--- src/rtl/timer_prescaler_mc.sv ---
// timer_prescaler_mc: NUM_CH independent compare timers with one-shot, auto-reload and cascade modes.
module timer_prescaler_mc #(
  parameter int NUM_CH = 4,
  parameter int CNT_W  = 32
) (
  input  logic                    clk_i,
  input  logic                    rst_i,
  input  logic [NUM_CH-1:0]       reset_count_i,
  input  logic [NUM_CH-1:0]       enable_count_i,
  input  logic [NUM_CH-1:0]       oneshot_i,
  input  logic [NUM_CH-1:0]       cascade_i,
  input  logic [NUM_CH*CNT_W-1:0] compare_value_i,
  input  logic [NUM_CH-1:0]       write_counter_i,
  input  logic [NUM_CH*CNT_W-1:0] counter_value_i,
  output logic [NUM_CH*CNT_W-1:0] counter_value_o,
  output logic [NUM_CH-1:0]       target_reached_o,
  output logic [NUM_CH-1:0]       done_o,
  output logic                    irq_o
);
  typedef enum logic [1:0] {IDLE, RUN, DONE} state_t;
  logic [NUM_CH-1:0] tr_v, done_v, prev_tr, tick;
  logic irq_q, irq_d;
  // Bit 0 sees a constant 1 so channel 0 ignores its cascade bit.
  assign prev_tr = (tr_v << 1) | NUM_CH'(1);
  assign tick = enable_count_i & (~cascade_i | prev_tr);
  for (genvar n = 0; n < NUM_CH; n++) begin : g_ch
    state_t state_q, state_d;
    logic [CNT_W-1:0] cnt_q, cnt_d, cmp;
    logic tr_q, tr_d, done_q, done_d;
    assign cmp = compare_value_i[n*CNT_W +: CNT_W];
    always_comb begin
      state_d = state_q;
      cnt_d = cnt_q;
      tr_d = 1'b0;
      done_d = done_q;
      if (reset_count_i[n]) begin
        cnt_d = '0;
        done_d = 1'b0;
        state_d = IDLE;
      end else if (write_counter_i[n]) begin
        cnt_d = counter_value_i[n*CNT_W +: CNT_W];
        done_d = 1'b0;
        state_d = IDLE;
      end else if (state_q != DONE) begin
        state_d = enable_count_i[n] ? RUN : IDLE;
        if (tick[n] && cnt_q == cmp) begin
          cnt_d = '0;
          tr_d = 1'b1;
          if (oneshot_i[n]) begin
            state_d = DONE;
            done_d = 1'b1;
          end
        end else if (tick[n]) begin
          cnt_d = cnt_q + CNT_W'(1);
        end
      end
    end
    always_ff @(posedge clk_i or posedge rst_i) begin
      if (rst_i) begin
        state_q <= IDLE;
        cnt_q <= '0;
        tr_q <= 1'b0;
        done_q <= 1'b0;
      end else begin
        state_q <= state_d;
        cnt_q <= cnt_d;
        tr_q <= tr_d;
        done_q <= done_d;
      end
    end
    assign tr_v[n] = tr_q;
    assign done_v[n] = done_q;
    assign counter_value_o[n*CNT_W +: CNT_W] = cnt_q;
  end
  always_comb irq_d = |tr_v;
  always_ff @(posedge clk_i or posedge rst_i) begin
    if (rst_i) irq_q <= 1'b0;
    else irq_q <= irq_d;
  end
  assign target_reached_o = tr_v;
  assign done_o = done_v;
  assign irq_o = irq_q;
endmodule
--- config.mk ---
export PLATFORM = sky130hd
export DESIGN_NAME = timer_prescaler_mc
export DESIGN_NICKNAME = d
export VERILOG_FILES = /design/src/rtl/timer_prescaler_mc.sv
export SDC_FILE = /design/constraint.sdc
export NUM_CORES = 1
export LEC_CHECK = 0
export BUFFER_PORTS_ARGS = -buffer_cell sky130_fd_sc_hd__buf_2
export CAP_MARGIN = 0
export CORE_ASPECT_RATIO = 1.2
export CORE_MARGIN = 4
export CORE_UTILIZATION = 28
export DETAILED_ROUTE_END_ITERATION = 6
export PLACE_DENSITY = 0.52
export SYNTH_ARGS = -nofsm -noshare
export SYNTH_HDL_FRONTEND = slang
export SYNTH_SLANG_ARGS = --single-unit
--- constraint.sdc ---
create_clock -name clk_i -period 4.4 [get_ports clk_i]
set_input_delay 0.66 -clock clk_i [delete_from_list [all_inputs] [get_ports clk_i]]
set_output_delay 0.66 -clock clk_i [all_outputs]
set_load 0.01 [all_outputs]
==> qor.txt <==
================================================================================
Max-cap violation count                                                        0
Share of the synthesized netlist area taken by xor and xnor gates          0.109
Global-route wire length before repair                                  71800 µm
Clock-pin slew on the worst setup and hold paths                           70 ps
Pin count of the biggest net entering global routing                         146
Overall die area                                                       42400 µm²
Placeable core area                                                    38700 µm²
Global Route met3 Usage                                                   0.0444
Met1 track demand over resource                                            0.276
Clock tree from TritonCTS                                                   done
Top-level I/O count                                                          415
Post-synthesis average cell area                                        8.27 µm²
Number of nets with antenna violations after detailed routing                  0
Fin nets                                                                    1970
Type of the tightest min-delay check                                input port to flop
CP Data Required Time                                                    4740 ps
Worst R2R Start                                                     g_ch[0].cnt_q[16]
Critical Setup Path Class                                           flop to flop
Sum of internal, switching and leakage power                           0.00426 W
Die Span Y                                                                225 µm
Peak VDD IR                                                             0.264 mV
Synth top area cells                                                dfrtp_1, xnor2_1, nand3_1
Yosys cell types                                                              76
DR vias/cell                                                                5.57
Crit path DAT                                                            3190 ps
CP Max Fanout                                                                 13
CTS Buf Count                                                                 17
Setup TNS                                                                   0 ps
Detail Placement HPWL                                                   35500 µm
Proportion of netlist area held by the largest area contributor            0.331
Clk root buf                                                           clkbuf_16
Busiest layer in global routing                                             met2
Drt first-iter violations                                                    828
Final Hold Fails                                                               0
Total via count after detailed routing                                     12400
Worst skew pair latency                                                   460 ps
Hold worst-path end                                                 g_ch[1].cnt_q[22]
Number of cells upsized or downsized after cts                                 0
Global placer's final weighted congestion                                  0.923
Max-slew violation total from the final report                                 0
Share of synthesized area occupied by flip-flops and latches               0.331
Met2 track demand over resource in global routing                          0.352
Hold Path Depth                                                                3
Flip-flop and latch count after synthesis                                    145
Violated checks                                                              DRC
Post-synthesis async set-or-reset flop share                                1.00
Mux contribution to synthesized area                                    0.000913
Final setup viols                                                              0
Instance count of the mapped netlist                                        1325
Fraction of the mapped netlist area in compound gates                      0.190
Share of the cycle needed by the critical path after routing               0.647
Share of cells above drive strength 1                                      0.300
Overall die width                                                         189 µm
First-pass iteration count of the detailed router                              7
Design area                                                            14100 µm²
Depth of the worst register-to-register path                                   7
Post-CTS repair timing setup buffer count                                      0
Static leakage                                                           6.21 nW
Post-Synth Simple-Gate Area                                                0.318
Cell taking the most area after synthesis                                dfrtp_1
RSZ-0062 raised after global routing                                       false
Critical path endpoint category                                             flop
Capture instance of the worst register-to-register path             g_ch[0].cnt_q[19]
Combinational family with the most area after synthesis             simple AND/OR/NAND/NOR gates
Final critical path time including I/O delays and setup                  2840 ps
Source of the worst hold timing path                                counter_value_i[54]
Area of combinational cells with multiple inputs                        6860 µm²
Number of sinks on the clock net                                             145
Congestion Overflow GR                                                         0
Detail-routed net length per standard cell                               21.0 µm
Worst clock skew                                                         12.0 ps
Number of synthesized flops with an enable pin                                 0
Filler Cells Inserted                                                       4139
Warning count from the yosys run                                               0
Number of H-tree branching levels                                              4
Via count of the first global-routing pass                                 12100
Antenna violations before repair                                               4
Initial Util                                                               0.283
Drc violations                                                                 5
Worst Max-Slew Pin Slew                                                  1010 ps
F_max                                                                    352 MHz
Routed wire length                                                      46900 µm
Most used cells in the layout excluding fill and tap cells          buf_2, dfrtp_1, nand2_1
Layout area overhead                                                       29.0%
Cell row count                                                                79
Result of the run                                                   complete, but fails checks
Total global-route track usage                                             0.213
Kind of launch point of the worst setup path                                flop
Total standard cell area after synthesis                               11000 µm²
Bufs on Longest Clock Path                                                     2
Count of buffers from port buffering                                         413
Headroom to the max-slew limit                                             0.324
DP Area                                                                13500 µm²
Commonest non-fill, non-tap cell in the layout                             buf_2
Post-Synth Adder-Cell Area                                               0.00456
Storage cell area                                                       3630 µm²
Hold buffers post-CTS                                                          0
Reg2reg setup slack                                                      1560 ps
Post-Synthesis Net Count                                                    1607
Ratio of total power to cell area                                     301 nW/µm²
Synth Flop Type                                                          dfrtp_1
================================================================================
## critical path: stages, from the launching register on
cell     delay, ps
dfrtp_1        500
xor2_1         210
nor4_1         630
nand4_1        360
nor3_1         260
buf_4          240
nor2_1         160
a311o_1        370
## cells by family after synthesis
| group | count (synthesis) |
|---|---|
| buffers and inverters | 118 |
| AND/OR/NAND/NOR | 630 |
| AO/OA/AOI/OAI | 291 |
| flip-flops | 145 |
| XOR/XNOR | 136 |
| multiplexers | 1 |
| adder cells (fa/ha/maj) | 4 |
## power breakdown
group          switching [W]  total [W]  internal [W]
clock               0.000670    0.00163      0.000962
sequential          0.000250    0.00169       0.00144
combinational       0.000517   0.000936      0.000419
## cells in the mapped netlist (all sizes together) (5+ instances only)
| cell | instances |
|---|---|
| nand4 | 74 |
| a211o | 13 |
| a311o | 5 |
| clkbuf | 72 |
| nand3 | 114 |
| o211ai | 13 |
| dfrtp | 145 |
| nor4 | 51 |
| a32oi | 6 |
| buf | 20 |
| nor2b | 6 |
| nand2 | 129 |
| a31oi | 19 |
| nand4b | 9 |
| and2 | 18 |
| nor3b | 7 |
| nor3 | 26 |
| and3 | 40 |
| o2111ai | 9 |
| a21oi | 29 |
| xor2 | 41 |
| a221o | 14 |
| inv | 25 |
| nor4b | 8 |
| o31ai | 9 |
| o311ai | 9 |
| nand2b | 21 |
| nor2 | 62 |
| xnor2 | 95 |
| o21ai | 61 |
| a22o | 5 |
| or2 | 14 |
| o31a | 5 |
| and4 | 14 |
| a22oi | 60 |
| or4 | 16 |
| a31o | 5 |
| or3 | 13 |
## routing by layer
layer  up-vias  routed length, µm
li1       5774                  -
met1      6071              19900
met2       497              22700
met3        70               3000
met4         2               1280
met5         -                 13
## worst max path at each step
stage	start	end	slack [ps]	cells after the start
6_report	g_ch[0].cnt_q[16]	g_ch[0].cnt_q[19]	1560	7
5_1_grt	g_ch[2].cnt_q[31]	g_ch[2].cnt_q[17]	1350	6
4_1_cts	g_ch[3].cnt_q[0]	g_ch[3].cnt_q[21]	1570	6
3_5_place_dp	reset_count_i[2]	g_ch[2].cnt_q[10]	1240	8
3_3_place_gp	reset_count_i[2]	g_ch[2].cnt_q[10]	1270	8
2_1_floorplan	rst_i	g_ch[0].cnt_q[0]	1920	1
## per-stage QoR
stage | hold slack [ps] | cells | setup WS [ps] | utilization
floorplan | 435 | 1325 | 1920 | -
global placement | 477 | 2195 | 1270 | 0.349
detailed placement | 482 | 2195 | 1240 | 0.349
CTS | 400 | 2227 | 1570 | 0.365
global route | 417 | 2228 | 1350 | 0.365
finish | 431 | 2230 | 1560 | 0.365
## area by class of cell
class | instances | share of cell area
antenna | 3 | 0.000531
clock buffer | 18 | 0.0311
clock inverter | 14 | 0.0134
inverter | 25 | 0.00690
multi-input combinational | 1062 | 0.485
sequential | 145 | 0.257
tap | 526 | 0.0465
timing repair buffer | 437 | 0.160
## state kept, by name (all words and copies together), names as in the netlist
register and count:
irq_o 1, g_ch.tr_q 4, g_ch.done_q 4, g_ch.state_q 8, g_ch.cnt_q 128
Power figures use the tool's default switching activity.
